===== src/rtl/calc_pkg.sv =====
// Shared definitions for the calculator result checker.
// Contents: op-code and seven-segment pattern constants, the decoded symbol kind,
// the FSM state encoding, and the golden-model function calc_golden.
package calc_pkg;

  localparam int unsigned OP_W   = 3;
  localparam int unsigned OPND_W = 4;
  localparam int unsigned RES_W  = 5;
  localparam int unsigned SEG_W  = 7;

  localparam logic [OP_W-1:0] OP_ADD = 3'b000;
  localparam logic [OP_W-1:0] OP_SUB = 3'b001;
  localparam logic [OP_W-1:0] OP_NEG = 3'b010;
  localparam logic [OP_W-1:0] OP_ABS = 3'b011;

  // Active-low gfedcba segment patterns
  localparam logic [SEG_W-1:0] SEG_0     = 7'b1000000;
  localparam logic [SEG_W-1:0] SEG_1     = 7'b1111001;
  localparam logic [SEG_W-1:0] SEG_2     = 7'b0100100;
  localparam logic [SEG_W-1:0] SEG_3     = 7'b0110000;
  localparam logic [SEG_W-1:0] SEG_4     = 7'b0011001;
  localparam logic [SEG_W-1:0] SEG_5     = 7'b0010010;
  localparam logic [SEG_W-1:0] SEG_6     = 7'b0000010;
  localparam logic [SEG_W-1:0] SEG_7     = 7'b1111000;
  localparam logic [SEG_W-1:0] SEG_8     = 7'b0000000;
  localparam logic [SEG_W-1:0] SEG_MINUS = 7'b0111111;
  localparam logic [SEG_W-1:0] SEG_BLANK = 7'b1111111;
  localparam logic [SEG_W-1:0] SEG_E     = 7'b0000110;

  typedef enum logic [1:0] {
    KIND_DIGIT,
    KIND_MINUS,
    KIND_BLANK,
    KIND_E
  } seg_kind_e;

  typedef enum logic [2:0] {
    ST_IDLE,
    ST_DRIVE,
    ST_SETTLE,
    ST_SAMPLE,
    ST_REPORT
  } state_e;

  typedef struct packed {
    logic                    ovf;
    logic signed [RES_W-1:0] value;
  } golden_t;

  // Reference result in 5-bit signed arithmetic; reserved ops return zero.
  function automatic golden_t calc_golden(input logic [OP_W-1:0]   op,
                                          input logic [OPND_W-1:0] a,
                                          input logic [OPND_W-1:0] b);
    logic signed [RES_W-1:0] ea;
    logic signed [RES_W-1:0] eb;
    logic signed [RES_W-1:0] r;
    golden_t                 g;
    ea = {a[OPND_W-1], a};
    eb = {b[OPND_W-1], b};
    r  = '0;
    case (op)
      OP_ADD:  r = ea + eb;
      OP_SUB:  r = ea - eb;
      OP_NEG:  r = -ea;
      OP_ABS:  r = ea[RES_W-1] ? -ea : ea;
      default: r = '0;
    endcase
    g.value = r;
    g.ovf   = (r > 5'sd7) || (r < -5'sd8);
    return g;
  endfunction

endpackage


===== src/rtl/seg7_decode.sv =====
// Combinational seven-segment pattern decoder.
// Ports:
//   seg_i   : active-low gfedcba pattern
//   valid_o : pattern is one of the known symbols
//   kind_o  : digit / minus / blank / 'E'
//   digit_o : digit value 0..8 when kind_o is KIND_DIGIT, else 0
module seg7_decode
  import calc_pkg::*;
(
  input  logic [SEG_W-1:0] seg_i,
  output logic             valid_o,
  output seg_kind_e        kind_o,
  output logic [3:0]       digit_o
);

  always_comb begin
    valid_o = 1'b1;
    kind_o  = KIND_DIGIT;
    digit_o = 4'd0;
    case (seg_i)
      SEG_0:     digit_o = 4'd0;
      SEG_1:     digit_o = 4'd1;
      SEG_2:     digit_o = 4'd2;
      SEG_3:     digit_o = 4'd3;
      SEG_4:     digit_o = 4'd4;
      SEG_5:     digit_o = 4'd5;
      SEG_6:     digit_o = 4'd6;
      SEG_7:     digit_o = 4'd7;
      SEG_8:     digit_o = 4'd8;
      SEG_MINUS: kind_o  = KIND_MINUS;
      SEG_BLANK: kind_o  = KIND_BLANK;
      SEG_E:     kind_o  = KIND_E;
      default: begin
        valid_o = 1'b0;
        kind_o  = KIND_BLANK;
      end
    endcase
  end

endmodule


===== config.mk =====
export PLATFORM = sky130hd
export DESIGN_NAME = seg7_decode
export DESIGN_NICKNAME = d
export VERILOG_FILES = /design/src/rtl/calc_pkg.sv /design/src/rtl/seg7_decode.sv
export SDC_FILE = /design/constraint.sdc
export NUM_CORES = 1
export LEC_CHECK = 0
export BUFFER_PORTS_ARGS = -buffer_cell sky130_fd_sc_hd__buf_2
export CORE_AREA = 2 2 39 41
export DETAILED_ROUTE_END_ITERATION = 8
export DIE_AREA = 0 0 41 43
export GPL_ROUTABILITY_DRIVEN = 0
export GPL_TIMING_DRIVEN = 0
export MAX_ROUTING_LAYER = met4
export PLACE_DENSITY_LB_ADDON = 0.3
export SYNTH_ARGS = -nofsm -noshare
export SYNTH_HDL_FRONTEND = slang
export SYNTH_SLANG_ARGS = --single-unit

===== constraint.sdc =====
create_clock -name vclk -period 2.85
set_input_delay 0.855 -clock vclk [all_inputs]
set_output_delay 0.855 -clock vclk [all_outputs]
set_load 0.02 [all_outputs]

==> impl_metrics.py <==
metrics = {
    "run": {
        "cap_violations": 0,
    },
    "power_and_ir_drop": {
        "peakVddDrop_v": 0.0000363,
        "p_sw_w": 0.0000262,
        "p_leak_nw": 0.170,
        "switching_share_pct": 49.4,
        "powerDensity_nw_per_um2": 121,
        "pwr-share-comb_pct": 100.0,
        "seq_power_share_pct": 0,
        "pwr-share-clk_pct": 0,
        "intPower_w": 0.0000269,
    },
    "critical_path": {
        "path_max_fanout": 3,
        "slowest_delay_ns": 0.40,
        "criticalPathCategory": "in2out",
        "end_kind": "output port",
        "cp_top_family": "simple AND/OR/NAND/NOR gates",
        "worst-path-buf-inv": 2,
        "cpMaxStageDelayCell": "or3_4",
        "crit_chain": "buf_12 -> or3_4 -> nor4b_4 -> a211oi_2 -> o2bb2ai_1 -> buf_4",
        "worst-path-stages": 6,
        "crit_path_start_kind": "input port",
        "cp_data_arrival_time_ns": 2.05,
        "required_ns": 2.00,
    },
    "placed_design": {
        "placed_cells": 66,
        "io_buffers": 9,
        "hpwl_microns": 568,
        "pre_cts_ws_ns": -0.120,
        "placed_cell_area_sq_um": 367,
    },
    "synthesis": {
        "synth_area_leaders": "nand2b_1, nor4b_4, buf_4",
        "avgSynthCellArea_sq_um": 7.35,
        "synth_cells": 41,
        "synth.top_cell.area_share_pct": 8.30,
        "ys_warn_count": 0,
        "synth_cell_type_count": 30,
        "synth_largest_area_cell": "nand2b_1",
        "synth_nets": 48,
        "syn_area_sq_um": 302,
        "yosysSeqAreaShare_pct": 0,
    },
    "final_layout": {
        "drive_gt1_share_pct": 42.3,
        "diodes": 0,
        "stdcell_count": 68,
        "clkbuf_count": 0,
        "area_delta_synth_final_pct": 46.1,
        "seq_cells": 0,
        "final_cell_mix": "buf_4, buf_2, nand2b_1, buf_12, nor2_1",
        "fin_util_pct": 31.8,
        "seq_area_sq_um": 0,
        "final_area_sq_um": 440,
        "nets": 61,
    },
    "detailed_routing": {
        "drcViolationCount": 0,
        "drt_iter0_drc": 7,
        "wl_per_cell_microns": 11.4,
        "antenna_left": 0,
        "viasPerCell": 5.13,
        "drtPass1Iterations": 4,
        "via_count": 349,
        "wl_microns": 776,
    },
    "die": {
        "rows": 14,
        "die_area_sq_um": 1760,
        "core_area_sq_um": 1380,
        "start_util_pct": 21.8,
        "ios": 14,
        "die_w_microns": 41,
        "die_y_microns": 43,
    },
    "outcome": {
        "violations": "setup timing",
        "outcome": "complete, but fails checks",
    },
    "clock_tree": {
        "hold_buffers": 0,
    },
    "sta": {
        "tightest_slew_ns": 0.270,
        "relSlewSlack_pct": 82.0,
        "finalSetupViolCount": 2,
        "rsz0062_at_grt": "true",
        "maxSlewViolCount": 0,
        "period_share_pct": 102,
        "timing.fmax_mhz": 344,
        "worst_slack_ns": -0.0537,
        "holdWs_ns": 2.07,
        "hold_viol_final": 0,
        "period_needed_ns": 2.90,
    },
    "global_routing": {
        "overflow": 0,
        "grt_max_degree": 10,
        "antenna_found_initial": 0,
        "grt_use_total_pct": 9.42,
        "grt_pass1_wl_mm": 1.23,
        "grt_pass1_vias": 300,
    },
    "min_path": {
        "hold_path.class": "in2out",
        "hold_depth": 3,
    },
}
kinds of logic (layout without fill, tap and decap cells):
kind of cell,Yosys count,in the layout,share of synthesized area [%]
buf+inv,6,17,12.9
xor+xnor,2,2,5.81
compound gates,11,11,28.6
simple gates,22,22,52.7
per-stage QoR:
stage | power, W | TNS, ns
3_5_place_dp | 0.0000432 | -0.340
6_report | 0.0000531 | -0.0852
3_3_place_gp | 0.0000430 | -0.360
4_1_cts | 0.0000508 | -0.190
2_1_floorplan | 0.0000323 | 0
5_1_grt | 0.0000576 | -0.283
tightest hold or removal path: stages:
cell and delay, ns:
buf_4 0.14, nor4_1 0.06, buf_2 0.15
power by group through the flow:
stage / Clock (W) / Sequential (W) / Combinational (W)
after floorplan: 0 / 0 / 0.0000323
after global placement: 0 / 0 / 0.0000430
after detailed placement: 0 / 0 / 0.0000432
after CTS: 0 / 0 / 0.0000508
after global routing: 0 / 0 / 0.0000576
final: 0 / 0 / 0.0000531
final timing paths:
| path | start | to | slack (ns) |
|---|---|---|---|
| max | seg_i[6] | kind_o[1] | -0.05 |
| min | seg_i[2] | digit_o[3] | 2.07 |
synthesized netlist by cell type:
library cell / n
nand2_1: 2
a211oi_1: 1
inv_1: 1
nand4_1: 1
buf_4: 2
a22o_1: 1
o211ai_1: 2
nand3b_1: 2
nor4_1: 1
buf_6: 1
nor3_2: 1
o21ai_1: 1
xnor2_1: 1
a21oi_1: 2
xor2_1: 1
o22a_2: 1
nand2b_1: 4
nand3_1: 2
nor4b_4: 1
or2_1: 1
or3_4: 1
buf_2: 1
or4bb_1: 1
clkbuf_1: 1
a211oi_2: 1
or3_1: 1
nor2_1: 3
o2bb2ai_1: 1
o32ai_1: 1
or3b_1: 1
area by class of cell:
cell class                 instances  area, sq um
inverter                           1         3.75
multi-input combinational         35          267
tap                               16         20.0
fill                             147          943
timing repair buffer              11         92.6
buffer                             5         57.6
metal layers:
metal  vias up  global-route usage [%]  share of wire [%]
met5         -                       -                  0
met4         0                    1.33                  0
met3         0                   0.524                4.5
met2         8                    13.4                 47
met1       163                    14.6                 48
li1        178                       -                  -
repair_timing:
item                                    in CTS  in global routing
hold endpoints to repair                     0                  0
gates cloned                                 0                  0
pin swaps                                    5                  4
setup buffers                                2                  0
resized for setup                           12                  5
endpoints found under the setup margin       4                  4
Power figures use the tool's default switching activity.
